File: src/rtl/fpcvt_pkg.sv
// Shared field widths and packed-float layout for the linear-to-FP convert path.
// Value of a packed float is sig x 2^exp with a separate sign bit.
package fpcvt_pkg;

  localparam int unsigned EXP_W = 3;
  localparam int unsigned SIG_W = 4;

  localparam logic [EXP_W-1:0] EXP_MAX = 3'd7;
  localparam logic [SIG_W-1:0] SIG_MAX = 4'd15;
  // Significand after a rounding carry-out: 16 x 2^e == 8 x 2^(e+1)
  localparam logic [SIG_W-1:0] SIG_RENORM = 4'b1000;

  typedef struct packed {
    logic             sign;
    logic [EXP_W-1:0] exp;
    logic [SIG_W-1:0] sig;
  } fp_t;

endpackage

File: src/rtl/fp_round.sv
// Round-half-up on magnitude with renormalisation on carry-out and clamp at
// the largest representable magnitude.
module fp_round
  import fpcvt_pkg::*;
(
  input  logic [EXP_W-1:0] i_exp,
  input  logic [SIG_W-1:0] i_sig,
  input  logic             i_rnd,
  output logic [EXP_W-1:0] o_exp,
  output logic [SIG_W-1:0] o_sig,
  output logic             o_sat
);

  logic [SIG_W:0] w_sum;

  always_comb begin
    w_sum = {1'b0, i_sig} + {{SIG_W{1'b0}}, i_rnd};
    o_exp = i_exp;
    o_sig = w_sum[SIG_W-1:0];
    o_sat = 1'b0;
    if (w_sum[SIG_W]) begin
      if (i_exp == EXP_MAX) begin
        o_sig = SIG_MAX;
        o_sat = 1'b1;
      end else begin
        o_exp = i_exp + 1'b1;
        o_sig = SIG_RENORM;
      end
    end
  end

endmodule

File: src/rtl/fp_round_pack.sv
// Two-stage round-and-pack pipeline: S1 captures converted fields, S2 holds
// the rounded packed float. Counts saturated results delivered downstream.
module fp_round_pack
  import fpcvt_pkg::*;
#(
  parameter int unsigned CNT_W = 8
) (
  input  logic             clk,
  input  logic             rst,
  input  logic             in_valid,
  output logic             in_ready,
  input  logic             in_sign,
  input  logic [EXP_W-1:0] in_exp,
  input  logic [SIG_W-1:0] in_sig,
  input  logic             in_rnd,
  output logic             out_valid,
  input  logic             out_ready,
  output logic [7:0]       out_fp,
  output logic             out_sat,
  output logic [CNT_W-1:0] sat_cnt
);

  logic             r_s1_valid;
  logic             r_s1_sign;
  logic [EXP_W-1:0] r_s1_exp;
  logic [SIG_W-1:0] r_s1_sig;
  logic             r_s1_rnd;

  logic             r_s2_valid;
  fp_t              r_s2_fp;
  logic             r_s2_sat;
  logic [CNT_W-1:0] r_sat_cnt;

  logic             w_s2_load;
  logic [EXP_W-1:0] w_exp;
  logic [SIG_W-1:0] w_sig;
  logic             w_sat;
  fp_t              w_s2_fp;
  logic             w_s2_sat;
  logic             w_emit_sat;

  fp_round u_fp_round (
    .i_exp (r_s1_exp),
    .i_sig (r_s1_sig),
    .i_rnd (r_s1_rnd),
    .o_exp (w_exp),
    .o_sig (w_sig),
    .o_sat (w_sat)
  );

  assign in_ready   = !rst && (!r_s1_valid || !r_s2_valid || out_ready);
  assign w_s2_load  = !r_s2_valid || out_ready;
  assign w_emit_sat = r_s2_valid && out_ready && r_s2_sat;

  // An empty S1 loads zeros into S2 so the output bus idles at 0
  always_comb begin
    w_s2_fp  = '0;
    w_s2_sat = 1'b0;
    if (r_s1_valid) begin
      w_s2_fp.sign = r_s1_sign;
      w_s2_fp.exp  = w_exp;
      w_s2_fp.sig  = w_sig;
      w_s2_sat     = w_sat;
    end
  end

  always_ff @(posedge clk) begin
    if (rst) begin
      r_s1_valid <= 1'b0;
      r_s1_sign  <= 1'b0;
      r_s1_exp   <= '0;
      r_s1_sig   <= '0;
      r_s1_rnd   <= 1'b0;
      r_s2_valid <= 1'b0;
      r_s2_fp    <= '0;
      r_s2_sat   <= 1'b0;
      r_sat_cnt  <= '0;
    end else begin
      if (in_ready) begin
        r_s1_valid <= in_valid;
        r_s1_sign  <= in_sign;
        r_s1_exp   <= in_exp;
        r_s1_sig   <= in_sig;
        r_s1_rnd   <= in_rnd;
      end
      if (w_s2_load) begin
        r_s2_valid <= r_s1_valid;
        r_s2_fp    <= w_s2_fp;
        r_s2_sat   <= w_s2_sat;
      end
      if (w_emit_sat && (r_sat_cnt != '1)) begin
        r_sat_cnt <= r_sat_cnt + 1'b1;
      end
    end
  end

  assign out_valid = r_s2_valid;
  assign out_fp    = r_s2_fp;
  assign out_sat   = r_s2_sat;
  assign sat_cnt   = r_sat_cnt;

endmodule
File: config.mk
export PLATFORM = sky130hd
export DESIGN_NAME = fp_round_pack
export DESIGN_NICKNAME = d
export VERILOG_FILES = /design/src/rtl/fpcvt_pkg.sv /design/src/rtl/fp_round.sv /design/src/rtl/fp_round_pack.sv
export SDC_FILE = /design/constraint.sdc
export NUM_CORES = 1
export LEC_CHECK = 0
export ABC_AREA = 0
export BUFFER_PORTS_ARGS = -buffer_cell sky130_fd_sc_hd__buf_2
export CAP_MARGIN = 20
export CORE_MARGIN = 2
export CORE_UTILIZATION = 46
export DETAILED_ROUTE_END_ITERATION = 10
export HOLD_SLACK_MARGIN = 0.08
export PLACE_DENSITY = 0.84
export SETUP_SLACK_MARGIN = 0.02
export SLEW_MARGIN = 20
export SYNTH_ARGS = -nofsm -noshare
export SYNTH_HDL_FRONTEND = slang
export SYNTH_HIERARCHICAL = 1
export SYNTH_SLANG_ARGS = --single-unit
export TNS_END_PERCENT = 30
File: constraint.sdc
create_clock -name clk -period 1.6 [get_ports clk]
set_input_delay 0 -clock clk [delete_from_list [all_inputs] [get_ports clk]]
set_output_delay 0 -clock clk [all_outputs]
set_load 0.01 [all_outputs]
==> metrics <==
number of nets with antenna violations after detailed routing 0; maximum fanout along the worst path 4; Synth Area in XOR/XNOR 2.06%; post-route insts no fill 230; Non-Filler Cell Area, Final 1640 um2; total vias in the final route 1,255; status finished clean; total of fill cells in the finished design 268; via count of the first global-routing pass 1,148; portion of netlist area occupied by mux cells 1.97%; most used routing layer in global routing met2; via/cell ratio 5.46; number of setup violations in the final report 0; number of design rule violations left after detail routing 0; global-route met2 utilization 33.9%; instance count of the mapped netlist 155; pre-CTS WS 0.0874 ns; layout overhead on the synthesized area 28.8%; Post-Synth Adder-Cell Area 3.93%; first-pass GRT wire length 4.76 mm; Final GP Congestion 0.761; Crit Reg-Reg Startpoint r_s1_rnd; core area 2690 um2; overall overflow remaining after global route 0; area share of the largest cell type after synthesis 44.1%; n_diodes 0; Iteration-0 DRC Markers 31; Setup Crit Path Kind flop to flop; cell total after placement 216; sequential-to-total area share from yosys stat 44.1%; GR met3 Demand/Resource 5.30%; starting density of the core 47.4%; max-cap viol count 0; total CTS buffers 3; Setup crit start kind flop; Num Clock Sinks 28; number of buffers inserted by port buffering 31; Area contributors post-synth sky130_fd_sc_hd__dfxtp_1 (44%), sky130_fd_sc_hd__a21oi_1 (9.4%), sky130_fd_sc_hd__nand2_1 (8.3%); clock transition at the register clock pins on the worst setup and hold paths after CTS 0.16 ns; width of the chip 56.6 um; Final TNS setup 0 ns; TritonRoute pass-1 iters 6; final slew viol count 0; Max Root-Sink Buffers 2; worst setup path start r_s1_rnd; CTS tree built; Netlist Area Pre-Place 1270 um2; share of the cycle needed by the critical path after routing 94.3%; Clock H-tree levels 1; Unique masters post-synth 34; max-slew headroom at the worst pin 65.9%; power per standard cell area 803 nW/um2; main combinational cell family by area after synthesis simple AND/OR/NAND/NOR gates; post-synthesis compound-gate area fraction 16.0%; post-CTS repair timing setup buffer count 0; pin count of the biggest net entering global routing 30; worst vdd ir 0.000868 V; slew at the pin closest to its max-slew limit 0.511 ns; synthesis warning total 6; endpoint required time on the critical path 1.83 ns; f_max 0.663 GHz; total routing usage reported by global routing 18.4%; hold crit path type primary input to flop; die boundary height 56.6 um; cell type contributing the most total cell area after synthesis sky130_fd_sc_hd__dfxtp_1; HPWL reported at the end of detailed placement 1.98 mm; Final Skew 0.0155 ns; critical path data arrival time 1.73 ns; crit path capture type flop; standard-cell rows 19; post-detailed-placement cell area 1470 um2; most used flip-flop cell after synthesis sky130_fd_sc_hd__dfxtp_1; number of hold-slack violations in the final timing report 0; per-instance average area after synthesis 8.21 um2; WL/cell 12.5 um; post-detailed-routing wire length 2.87 mm; CTS Root Cell sky130_fd_sc_hd__clkbuf_4; number of ports placed on the die boundary 32; net count of the mapped netlist 172; Final WS setup 0.0913 ns; hold wc startpoint rst; # nets final 217; Synth Area in Simple Gates 28.0%; die footprint 3200 um2; synth cell count leaders sky130_fd_sc_hd__dfxtp_1 (28), sky130_fd_sc_hd__nand2_1 (28), sky130_fd_sc_hd__a21oi_1 (24), sky130_fd_sc_hd__nand3_1 (15), sky130_fd_sc_hd__nor2_1 (15); Global Route met1 Usage 20.7%; minimum period implied by the final worst setup slack 1.51 ns; clock insertion delay at the later pin of the skew report 0.34 ns; leakage dissipation 0.727 nW; antenna violations before repair 0; fraction of final layout cells with drive strength greater than 1 27.6%; synthesized flop and latch total 28; number of synthesized flops with an enable pin 0; RSZ-0062 raised after global routing yes; async set-or-reset flop fraction in the synthesized netlist 0%
-- cell type report --
class	count	area [um2]	share of cell area (%)
Tap cell	31	38.8	2.37
Clock inverter	1	30.0	1.83
Timing Repair Buffer	47	300	18.3
Sequential cell	28	563	34.4
Multi-Input combinational cell	119	681	41.5
Inverter	1	3.75	0.229
Clock buffer	3	22.5	1.37
-- critical path: stages (launching register included) --
cell	delay, ns
sky130_fd_sc_hd__dfxtp_2	0.37
sky130_fd_sc_hd__ha_2	0.17
sky130_fd_sc_hd__ha_2	0.20
sky130_fd_sc_hd__nand3_4	0.07
sky130_fd_sc_hd__nand2b_4	0.16
sky130_fd_sc_hd__mux2_4	0.29
sky130_fd_sc_hd__nand3_1	0.08
sky130_fd_sc_hd__a21oi_1	0.07
-- placed cells by master (no fill, tap or decap), drive strengths merged --
cell type,n
nor2b,1
a41o,1
nor2,15
nand3,17
or2,1
or3,1
a21oi,24
o21ai,3
a211oi,3
xnor2,2
dlygate4sd3,10
bufinv,1
and4,1
o211a,1
o21ba,1
and3,1
mux2i,1
clkbuf,3
nor3,5
a21o,2
xor2,1
dfxtp,28
nand4,1
nand2,29
mux2,1
nand2b,2
ha,4
and2,1
inv,1
buf,37
-- power breakdown --
| group | internal (mW) | switching, mW |
|---|---|---|
| clock network | 0.254 | 0.213 |
| logic | 0.0585 | 0.0550 |
| registers | 0.718 | 0.0177 |
-- stage by stage --
stage | total power, mW | utilization (%) | hold slack (ns)
floorplan | 0.808 | - | 0.121
global placement | 0.841 | 54.5 | 0.223
detailed placement | 0.843 | 54.5 | 0.225
CTS | 1.32 | 60.2 | 0.108
global route | 1.37 | 61.0 | 0.145
finish | 1.32 | 61.0 | 0.114
-- path summary, 6_finish.rpt --
kind	slack (ns)	cells after the start	end
max reg2reg	0.09	7	out_fp[5]
min reg2reg	0.46	2	out_fp[7]
min	0.11	2	sat_cnt[0]
max	0.09	7	out_fp[5]
-- cell families (layout without fill, tap and decap cells) --
| group | after synthesis | after routing |
|---|---|---|
| and+or+nand+nor | 75 | 75 |
| xor gates and xnor gates | 3 | 3 |
| buffers and inverters | 8 | 52 |
| AOI/OAI and AO/OA | 35 | 35 |
| DFF | 28 | 28 |
| muxes | 2 | 2 |
| adders and majority gates | 4 | 4 |
-- flip-flops by register name, indices dropped and copies added (netlist names), 3 cells and up --
| register | count |
|---|---|
| r_s1_exp | 3 |
| r_s1_sig | 4 |
| out_fp | 8 |
| sat_cnt | 8 |
-- what timing repair did --
| action | in CTS | in global routing |
|---|---|---|
| hold buffers | 10 | 0 |
| endpoints found under the hold margin | 10 | 0 |
| resized for setup | 0 | 8 |
| setup endpoints to repair | 0 | 5 |
-- metal layers --
layer	share of wire [%]	routed length, um
met1	43	1230
met2	50	1440
met3	5.5	158
met4	1.2	33
met5	0	0
No activity file was read; power rests on OpenSTA's default activity.
